### config.mk
export PLATFORM = sky130hd
export DESIGN_NAME = vector_mac_stream_flat
export DESIGN_NICKNAME = d
export VERILOG_FILES = /design/src/rtl/vector_mac_stream_if.sv /design/src/rtl/vector_mac_stream.sv /design/src/flat_wrapper.sv
export SDC_FILE = /design/constraint.sdc
export NUM_CORES = 1
export LEC_CHECK = 0
export ABC_AREA = 1
export ABC_CLOCK_PERIOD_IN_PS = 26300
export CAP_MARGIN = 20
export CORE_ASPECT_RATIO = 1.4
export CORE_MARGIN = 2
export CORE_UTILIZATION = 45
export DETAILED_ROUTE_END_ITERATION = 12
export PLACE_DENSITY = 0.68
export SYNTH_ARGS = -nofsm -noshare
export SYNTH_HDL_FRONTEND = slang
export SYNTH_SLANG_ARGS = --single-unit
### constraint.sdc
create_clock -name clk -period 26.3 [get_ports clk]
set_clock_uncertainty 0.05 [all_clocks]
set_input_delay 2.63 -clock clk [delete_from_list [all_inputs] [get_ports clk]]
set_output_delay 2.63 -clock clk [all_outputs]
set_load 0.02 [all_outputs]
### src/rtl/vector_mac_stream_if.sv
// Beat-in / result-out bundle of the streaming dot-product unit.
// The driver of the bus uses master; the MAC core uses slave.
interface vector_mac_stream_if #(
  parameter int LANES          = 8,
  parameter int FEATURE_WIDTH  = 5,
  parameter int WEIGHT_WIDTH   = 5,
  parameter int DOT_PROD_WIDTH = 16
);
  logic                                    clear;
  logic                                    signed_mode;
  logic                                    in_valid;
  logic                                    in_ready;
  logic [LANES-1:0][FEATURE_WIDTH-1:0]     in_feature;
  logic [LANES-1:0][WEIGHT_WIDTH-1:0]      in_weight;
  logic                                    out_valid;
  logic                                    out_ready;
  logic [DOT_PROD_WIDTH-1:0]               dot_product;
  logic                                    overflow;
  logic                                    busy;

  modport master (
    output clear, signed_mode, in_valid, in_feature, in_weight, out_ready,
    input  in_ready, out_valid, dot_product, overflow, busy
  );

  modport slave (
    input  clear, signed_mode, in_valid, in_feature, in_weight, out_ready,
    output in_ready, out_valid, dot_product, overflow, busy
  );
endinterface

### src/rtl/vector_mac_stream.sv
// Streaming row-by-column dot product: LANES products per beat, two-stage
// pipeline (lane sum, then accumulate), saturated result with overflow flag.
module vector_mac_stream #(
  parameter int FEATURE_COLS   = 96,
  parameter int FEATURE_WIDTH  = 5,
  parameter int WEIGHT_WIDTH   = 5,
  parameter int LANES          = 8,
  parameter int DOT_PROD_WIDTH = 16
) (
  input logic                  clk,
  input logic                  reset,
  vector_mac_stream_if.slave   bus
);

  localparam int BEATS  = (FEATURE_COLS + LANES - 1) / LANES;
  localparam int CNT_W  = (BEATS > 1) ? $clog2(BEATS) : 1;
  localparam int ACC_W  = FEATURE_WIDTH + WEIGHT_WIDTH + $clog2(FEATURE_COLS) + 1;
  localparam int PROD_W = FEATURE_WIDTH + WEIGHT_WIDTH + 2;
  localparam int EXT_W  = ACC_W + DOT_PROD_WIDTH + 1;

  localparam logic [CNT_W-1:0]        LAST_BEAT = CNT_W'(BEATS - 1);
  localparam logic signed [EXT_W-1:0] U_MAX = EXT_W'((64'sd1 <<< DOT_PROD_WIDTH) - 64'sd1);
  localparam logic signed [EXT_W-1:0] S_MAX = EXT_W'((64'sd1 <<< (DOT_PROD_WIDTH - 1)) - 64'sd1);
  localparam logic signed [EXT_W-1:0] S_MIN = ~S_MAX;

  typedef enum logic {ST_ACCEPT, ST_DRAIN} state_e;

  state_e                     state_q, state_d;
  logic [CNT_W-1:0]           beat_cnt;
  logic                       mode_q;
  logic                       s1_valid, s1_first, s1_last;
  logic signed [ACC_W-1:0]    s1_sum, acc;
  logic                       out_valid_q, ovf_q;
  logic [DOT_PROD_WIDTH-1:0]  dp_q;

  logic                       accept, beat_mode, first_beat, last_beat;
  logic signed [ACC_W-1:0]    beat_sum;
  logic signed [EXT_W-1:0]    total;
  logic [DOT_PROD_WIDTH-1:0]  sat_val;
  logic                       sat_ovf;

  // clear wins over a beat offered in the same cycle
  assign accept     = bus.in_valid && (state_q == ST_ACCEPT) && !bus.clear;
  assign first_beat = (beat_cnt == '0);
  assign last_beat  = (beat_cnt == LAST_BEAT);
  assign beat_mode  = first_beat ? bus.signed_mode : mode_q;

  always_comb begin : lane_sum
    logic signed [FEATURE_WIDTH:0] f_ext;
    logic signed [WEIGHT_WIDTH:0]  w_ext;
    logic signed [PROD_W-1:0]      prod;
    // NOTE: every always_comb output gets a default first so no path infers a latch.
    f_ext    = '0;
    w_ext    = '0;
    prod     = '0;
    beat_sum = '0;
    for (int l = 0; l < LANES; l++) begin
      f_ext = {beat_mode & bus.in_feature[l][FEATURE_WIDTH-1], bus.in_feature[l]};
      w_ext = {beat_mode & bus.in_weight[l][WEIGHT_WIDTH-1], bus.in_weight[l]};
      prod  = f_ext * w_ext;
      if (int'(beat_cnt) * LANES + l < FEATURE_COLS)
        beat_sum = beat_sum + ACC_W'(prod);
    end
  end

  always_comb begin : next_state
    state_d = state_q;
    unique case (state_q)
      ST_ACCEPT: if (accept && last_beat) state_d = ST_DRAIN;
      ST_DRAIN:  if (out_valid_q && bus.out_ready) state_d = ST_ACCEPT;
      default:   state_d = ST_ACCEPT;
    endcase
    if (bus.clear) state_d = ST_ACCEPT;
  end

  always_ff @(posedge clk or posedge reset) begin
    // NOTE: sequential state uses non-blocking assignments so every register samples pre-edge values.
    if (reset) state_q <= ST_ACCEPT;
    else       state_q <= state_d;
  end

  // Saturate the final sum in the mode latched on this vector's first beat.
  always_comb begin : saturate
    total   = s1_first ? EXT_W'(s1_sum) : EXT_W'(acc) + EXT_W'(s1_sum);
    sat_val = total[DOT_PROD_WIDTH-1:0];
    sat_ovf = 1'b0;
    if (mode_q) begin
      if (total > S_MAX) begin
        sat_val = S_MAX[DOT_PROD_WIDTH-1:0];
        sat_ovf = 1'b1;
      end else if (total < S_MIN) begin
        sat_val = S_MIN[DOT_PROD_WIDTH-1:0];
        sat_ovf = 1'b1;
      end
    end else if (total > U_MAX) begin
      sat_val = U_MAX[DOT_PROD_WIDTH-1:0];
      sat_ovf = 1'b1;
    end
  end

  always_ff @(posedge clk or posedge reset) begin
    // NOTE: datapath registers are reset as well; reset must leave no stale partial sum behind.
    if (reset) begin
      beat_cnt    <= '0;
      mode_q      <= 1'b0;
      s1_valid    <= 1'b0;
      s1_first    <= 1'b0;
      s1_last     <= 1'b0;
      s1_sum      <= '0;
      acc         <= '0;
      out_valid_q <= 1'b0;
      dp_q        <= '0;
      ovf_q       <= 1'b0;
    end else if (bus.clear) begin
      beat_cnt    <= '0;
      s1_valid    <= 1'b0;
      out_valid_q <= 1'b0;
    end else begin
      s1_valid <= accept;
      if (accept) begin
        beat_cnt <= last_beat ? '0 : beat_cnt + 1'b1;
        if (first_beat) mode_q <= bus.signed_mode;
        s1_first <= first_beat;
        s1_last  <= last_beat;
        s1_sum   <= beat_sum;
      end

      if (out_valid_q && bus.out_ready) out_valid_q <= 1'b0;

      if (s1_valid) begin
        acc <= s1_first ? s1_sum : acc + s1_sum;
        if (s1_last) begin
          out_valid_q <= 1'b1;
          dp_q        <= sat_val;
          ovf_q       <= sat_ovf;
        end
      end
    end
  end

  assign bus.in_ready    = (state_q == ST_ACCEPT);
  assign bus.out_valid   = out_valid_q;
  assign bus.dot_product = dp_q;
  assign bus.overflow    = ovf_q;
  assign bus.busy        = (state_q == ST_DRAIN) || (beat_cnt != '0);

endmodule

### src/flat_wrapper.sv
// flat-port wrapper written by rule: the top's interface ports become plain ports
module vector_mac_stream_flat 
#(
  parameter int FEATURE_COLS   = 96,
  parameter int FEATURE_WIDTH  = 5,
  parameter int WEIGHT_WIDTH   = 5,
  parameter int LANES          = 8,
  parameter int DOT_PROD_WIDTH = 16
)
  (clk, reset, bus_clear, bus_signed_mode, bus_in_valid, bus_in_feature, bus_in_weight, bus_out_ready, bus_in_ready, bus_out_valid, bus_dot_product, bus_overflow, bus_busy);
  vector_mac_stream_if #(.LANES(LANES), .FEATURE_WIDTH(FEATURE_WIDTH), .WEIGHT_WIDTH(WEIGHT_WIDTH), .DOT_PROD_WIDTH(DOT_PROD_WIDTH)) bus_i ();
  input logic clk;
  input logic reset;
  input wire logic [$bits(bus_i.clear)-1:0] bus_clear;
  input wire logic [$bits(bus_i.signed_mode)-1:0] bus_signed_mode;
  input wire logic [$bits(bus_i.in_valid)-1:0] bus_in_valid;
  input wire logic [$bits(bus_i.in_feature)-1:0] bus_in_feature;
  input wire logic [$bits(bus_i.in_weight)-1:0] bus_in_weight;
  input wire logic [$bits(bus_i.out_ready)-1:0] bus_out_ready;
  output wire logic [$bits(bus_i.in_ready)-1:0] bus_in_ready;
  output wire logic [$bits(bus_i.out_valid)-1:0] bus_out_valid;
  output wire logic [$bits(bus_i.dot_product)-1:0] bus_dot_product;
  output wire logic [$bits(bus_i.overflow)-1:0] bus_overflow;
  output wire logic [$bits(bus_i.busy)-1:0] bus_busy;
  assign bus_i.clear = bus_clear;
  assign bus_i.signed_mode = bus_signed_mode;
  assign bus_i.in_valid = bus_in_valid;
  assign bus_i.in_feature = bus_in_feature;
  assign bus_i.in_weight = bus_in_weight;
  assign bus_i.out_ready = bus_out_ready;
  assign bus_in_ready = bus_i.in_ready;
  assign bus_out_valid = bus_i.out_valid;
  assign bus_dot_product = bus_i.dot_product;
  assign bus_overflow = bus_i.overflow;
  assign bus_busy = bus_i.busy;
  vector_mac_stream #(.FEATURE_COLS(FEATURE_COLS), .FEATURE_WIDTH(FEATURE_WIDTH), .WEIGHT_WIDTH(WEIGHT_WIDTH), .LANES(LANES), .DOT_PROD_WIDTH(DOT_PROD_WIDTH)) u_core (.clk(clk), .reset(reset), .bus(bus_i));
endmodule
==> results of run 1 <==
[final cells by class]
cell class              instances  area (um2)  area share [%]
repair buffers                114        1119           4.494
multi-input cells            2025       17510           70.36
inverters                     950        3566           14.33
flip-flops and latches         63        1577           6.334
well taps                     643       804.5           3.232
clock buffers                  12       236.5          0.9501
diodes                          2       5.005         0.02011
clock inverters                 4       70.07          0.2815
[worst max-delay path, delay by kind of cell]
family / cells / cell delay (ns)
fa+ha+maj: 33 / 14.26
xor+xnor: 3 / 0.47
compound gates: 17 / 2.71
buf+inv: 24 / 1.77
simple gates: 29 / 2.97
[metal layers]
layer / GRT usage (%) / wire length (um)
met1: 22.28 / 19860
met2: 37.19 / 25910
met3: 1.848 / 1287
met4: 5.163 / 1334
met5: 0 / 81
[flip-flops by register name, summed over array words and instances (netlist names)]
register / flops
u_core.bus.overflow: 1
u_core.acc: 18
u_core.mode_q: 1
u_core.s1_sum: 18
u_core.bus.out_valid: 1
u_core.s1_valid: 1
u_core.state_q: 1
u_core.s1_first: 1
u_core.s1_last: 1
u_core.bus.dot_product: 16
u_core.beat_cnt: 4
[final timing paths]
kind                                                 from                                     to  cells past startpoint
min                             u_core.acc[3]$_DFFE_PP0P_              u_core.acc[3]$_DFFE_PP0P_                      2
max reg2reg                u_core.beat_cnt[0]$_DFFE_PP0P_          u_core.s1_sum[17]$_DFFE_PP0P_                    108
max                                       bus_signed_mode          u_core.s1_sum[17]$_DFFE_PP0P_                    106
min in group asynchronous                           reset  u_core.bus.dot_product[4]$_DFFE_PP0P_                      3
max in group asynchronous                           reset          u_core.s1_sum[16]$_DFFE_PP0P_                      3
min reg2reg                     u_core.acc[3]$_DFFE_PP0P_              u_core.acc[3]$_DFFE_PP0P_                      2
[through the flow]
stage	area [um2]	cells	worst slack, ns	util [%]
after floorplan	22780	3066	3.181	-
after global placement	24580	3795	1.404	49.15
after detailed placement	24580	3795	1.204	49.15
after CTS	24880	3811	1.498	49.76
after global routing	24880	3811	0.1269	49.76
final	24890	3813	1.601	49.77
[synthesized netlist by cell type, types with 5 or more instances]
master / instances
inv_1: 943
nand2_1: 563
fa_1: 355
ha_1: 314
nor2_1: 229
a21oi_1: 140
o21ai_0: 114
dfrtp_1: 63
nand3_1: 55
or2_2: 36
xnor2_1: 36
nor3_1: 27
xor2_1: 26
clkbuf_1: 21
a31oi_1: 17
o21bai_1: 14
o21a_1: 11
a2bb2oi_2: 10
nand4_1: 9
o21ai_1: 7
nand2_2: 6
o22ai_1: 5
[cell families (layout without fill, tap and decap cells)]
logic type / Yosys count / count (layout)
compound gates: 354 / 354
fa+ha+maj: 669 / 669
flops: 63 / 63
simple gates: 940 / 940
buf+inv: 978 / 1080
xor+xnor: 62 / 62
other cells: 0 / 2
==> flow_summary.toml, run 1 <==
[outcome]
status = "complete, no violations"

[sta]
worstMarginPinSlew_ns = 1.055
slew_violations = 0
finalHoldViolCount = 0
fin_hold_ws_ns = 0.4404
setup_viol = 0
finalCritPeriodShare_pct = 93.91
min_period_ns = 24.70
max_freq_mhz = 40.49
slew-limit-headroom_pct = 29.41
setup_tns_ns = 0
rsz0062_at_grt = "false"

[worst_setup_path]
critPathCaptureType = "flop"
critical_path_class = "in2reg"
critPathArrivalTime_ns = 24.87
slowest_delay_ns = 0.61
cp_data_required_time_ns = 26.47
crit_fanout = 6
r2r_slack_ns = 3.59
start_kind = "primary input"
critPathSlowestCell = "o311ai_0"
cp_common_cell = "inv_1"

[detailed_routing]
drc = 0
drt_iter0_drc = 623
num_vias = 18250
vias_per_cell = 4.785
first_pass_iters = 5
wirelength_um = 48460
antenna_left = 0
wl_per_cell_um = 12.71

[floorplan]
fp.dieH_um = 270.2
die_area_um2 = 52450
num_rows = 97
ioPinCount = 106
start_util_pct = 45.55
die_x_um = 194.1
coreArea_um2 = 50000

[synthesis]
synth_seq_area_share_pct = 6.922
synth_edf_count = 0
synth_nets = 3821
yosys-mux-area-fraction_pct = 0
netlist_area_um2 = 22780
synth_top_family_by_area = "adder cells"
avgSynthCellArea_um2 = 7.428
synth_top_cells_by_area = "fa_1 31%, ha_1 17%, inv_1 16%"
ys_seq_elements = 63
synth-adder-area-share_pct = 48.45
synthCells = 3066
yosysUniqueCellTypes = 52
synth_xor_area_share_pct = 2.384
yosys_warnings = 0
synthSimpleGateAreaFrac_pct = 16.84
synth_compound_area_share_pct = 9.191
ys.flop_type = "dfrtp_1"
synth_top_area_cell = "fa_1"
async_reset_ff_share_pct = 100.0
synth_top_area_share_pct = 31.20

[final_layout]
fin_nets = 3918
nFillCells = 4983
drive_gt1_share_pct = 2.904
layout_commonest_cell = "inv_1"
syn2layout_area_growth_pct = 9.279
final_cell_mix = "941 x inv_1, 561 x nand2_1, 355 x fa_1, 314 x ha_1, 229 x nor2_1"

[cts]
clockRootBuffer = "clkbuf_16"
insertion_delay_ns = 0.33
cts_hold_buf = 0
ctsHtreeMaxLevel = 3
clockBufferDepth = 2
cts_resized = 0
cts.clk_slew.worst_paths_ns = 0.05
cts.sinks = 63
cts_buffers = 9
cts_tree = "built"
cts_setup_buffers = 0

[job]
max_cap_violations = 0

[grt]
gr-usage-all-layers_pct = 19.21
grt_pass1_vias = 18940
grt_start_max_net_pins = 64
antenna_found_initial = 7
grt_pass1_wl_um = 84750
grt-ovfl-total = 0

[placement]
place.port_buffers = 105
gp_congestion = 0.9342
dp_hpwl_um = 43350

[hold_path]
min_path_type = "reg2reg"
Power of run 1 is left out: the tool's default activity adds up to more than one toggle a clock period on the data nets, which glitch-free logic cannot reach.
==> run 2, diff against run 1 <==
--- a/config.mk
+++ b/config.mk
@@ -10,9 +10,9 @@
 export CAP_MARGIN = 20
 export CORE_ASPECT_RATIO = 1.4
 export CORE_MARGIN = 2
-export CORE_UTILIZATION = 45
+export CORE_UTILIZATION = 58
 export DETAILED_ROUTE_END_ITERATION = 12
-export PLACE_DENSITY = 0.68
+export PLACE_DENSITY = 0.83
 export SYNTH_ARGS = -nofsm -noshare
 export SYNTH_HDL_FRONTEND = slang
 export SYNTH_SLANG_ARGS = --single-unit
==> flow_summary.toml, run 2 (synthesis gave the netlist of run 1 again) <==
[outcome]
status = "complete, no violations"

[detailed_routing]
vias_per_cell = 5.179
wirelength_um = 51400
first_pass_iters = 5
wl_per_cell_um = 13.93
antenna_left = 0
num_vias = 19120
drc = 0
drt_iter0_drc = 905

[floorplan]
die_x_um = 171.5
fp.dieH_um = 238.5
die_area_um2 = 40890
start_util_pct = 59.00
coreArea_um2 = 38610
num_rows = 85
ioPinCount = 106

[grt]
grt-ovfl-total = 0
grt_pass1_wl_um = 88950
grt_start_max_net_pins = 64
antenna_found_initial = 5
gr-usage-all-layers_pct = 26.51
grt_pass1_vias = 20390

[final_layout]
final_util_pct = 64.12
drive_gt1_share_pct = 2.875
finalInstanceArea_um2 = 24760
layout_commonest_cell = "inv_1"
fin_nets = 3915
final_cell_mix = "941 x inv_1, 562 x nand2_1, 355 x fa_1, 314 x ha_1, 229 x nor2_1"
syn2layout_area_growth_pct = 8.691

[worst_setup_path]
critPathCaptureType = "flop"
critPathSlowestCell = "fa_1"
cp_common_cell = "inv_1"
reg2reg_from = "u_core.beat_cnt[0]$_DFFE_PP0P_"
slowest_delay_ns = 0.58
cp-startpoint = "bus_signed_mode"
start_kind = "primary input"
critical_path_class = "in2reg"
cp_data_required_time_ns = 26.52
critPathArrivalTime_ns = 25.05
crit_fanout = 6

[sta]
slew-limit-headroom_pct = 30.96
layout_setup_ws_ns = 1.470
min_period_ns = 24.83
finalCritPeriodShare_pct = 94.41
rsz0062_at_grt = "false"
worstMarginPinSlew_ns = 1.032
finalHoldViolCount = 0
setup_tns_ns = 0
setup_viol = 0
max_freq_mhz = 40.27
slew_violations = 0

[cts]
clockRootBuffer = "clkbuf_16"
insertion_delay_ns = 0.34
cts_setup_buffers = 0
clockBufferDepth = 2
ctsHtreeMaxLevel = 3
cts.sinks = 63
cts_tree = "built"
cts.clk_slew.worst_paths_ns = 0.05
cts_buffers = 9

[hold_path]
min_path_type = "reg2reg"
min_from = "u_core.acc[10]$_DFFE_PP0P_"

[placement]
place.port_buffers = 105
placed_cell_area_um2 = 24400
dp_hpwl_um = 44900
post-place-ws_ns = 1.133
gp_congestion = 0.9457

[job]
max_cap_violations = 0
## run 2: cell types whose count changed in the layout (fill, tap and decap cells not counted)
cell | previous run | this run
buf_4 | 9 | 6
diode_2 | 2 | 4
nand2_1 | 561 | 562
clkbuf_1 | 3 | 1
o21ai_1 | 7 | 8
o21ai_0 | 114 | 113
nor4_2 | 0 | 1
nand2_2 | 8 | 7
nor4_1 | 3 | 2
bufinv_16 | 2 | 3
o311ai_0 | 4 | 2
clkinv_4 | 0 | 1
o311ai_1 | 0 | 2
## run 2: worst max-delay path, delay by kind of cell
kind / cells / cell delay, ns
adder cells (fa/ha/maj): 33 / 14.20
buffers and inverters: 28 / 2.28
XOR/XNOR: 3 / 0.48
AND/OR/NAND/NOR: 34 / 3.51
AO/OA/AOI/OAI: 13 / 1.95
## run 2: per-layer routing
layer  wire (um)  global-route usage, %  up-vias
met3        1387                  1.924      151
met4        2519                  12.53        2
li1            -                      -     9325
met2       28190                  51.84      416
met1       19290                  28.24     9223
met5          14                      0        -
## run 2: cell type report
cell class / count / area (um2)
Multi-Input combinational cell: 2025 / 17520
Antenna cell: 4 / 10.01
Sequential cell: 63 / 1577
Tap cell: 522 / 653.1
Clock buffer: 10 / 229.0
Fill cell: 3301 / 13850
Inverter: 950 / 3566
Timing Repair Buffer: 111 / 1096
Clock inverter: 6 / 108.9
## run 2: final timing paths
kind,end,slack [ns],cells past startpoint
max in group asynchronous,u_core.acc[15]$_DFFE_PP0P_,22.87,3
setup / recovery,u_core.s1_sum[17]$_DFFE_PP0P_,1.47,111
hold / removal,u_core.acc[10]$_DFFE_PP0P_,0.45,2
min in group asynchronous,u_core.state_q$_DFF_PP0_,2.78,3
setup reg to reg,u_core.s1_sum[17]$_DFFE_PP0P_,3.60,113
hold reg to reg,u_core.acc[10]$_DFFE_PP0P_,0.45,2
## run 2: what timing repair did
action / 4_1_cts / 5_1_grt
resized for setup: 0 / 4
hold buffers: 0 / 0
setup endpoints to repair: 0 / 1
## run 2: per-stage QoR
step	hold WS [ns]	cells
6_report	0.4462	3691
5_1_grt	0.4816	3691
4_1_cts	0.4413	3687
3_5_place_dp	0.4244	3671
3_3_place_gp	0.4234	3671
2_1_floorplan	0.4054	3066
Power of run 2 is left out for the same reason.
==> run 3, diff against run 2 <==
--- a/config.mk
+++ b/config.mk
@@ -13,6 +13,7 @@
 export CORE_UTILIZATION = 58
 export DETAILED_ROUTE_END_ITERATION = 12
 export PLACE_DENSITY = 0.83
+export SLEW_MARGIN = 20
 export SYNTH_ARGS = -nofsm -noshare
 export SYNTH_HDL_FRONTEND = slang
 export SYNTH_SLANG_ARGS = --single-unit
==> results of run 3 <==
Same layout as run 2: the final DEF is identical, and so are final timing and power.
Power of run 3 is left out for the same reason.
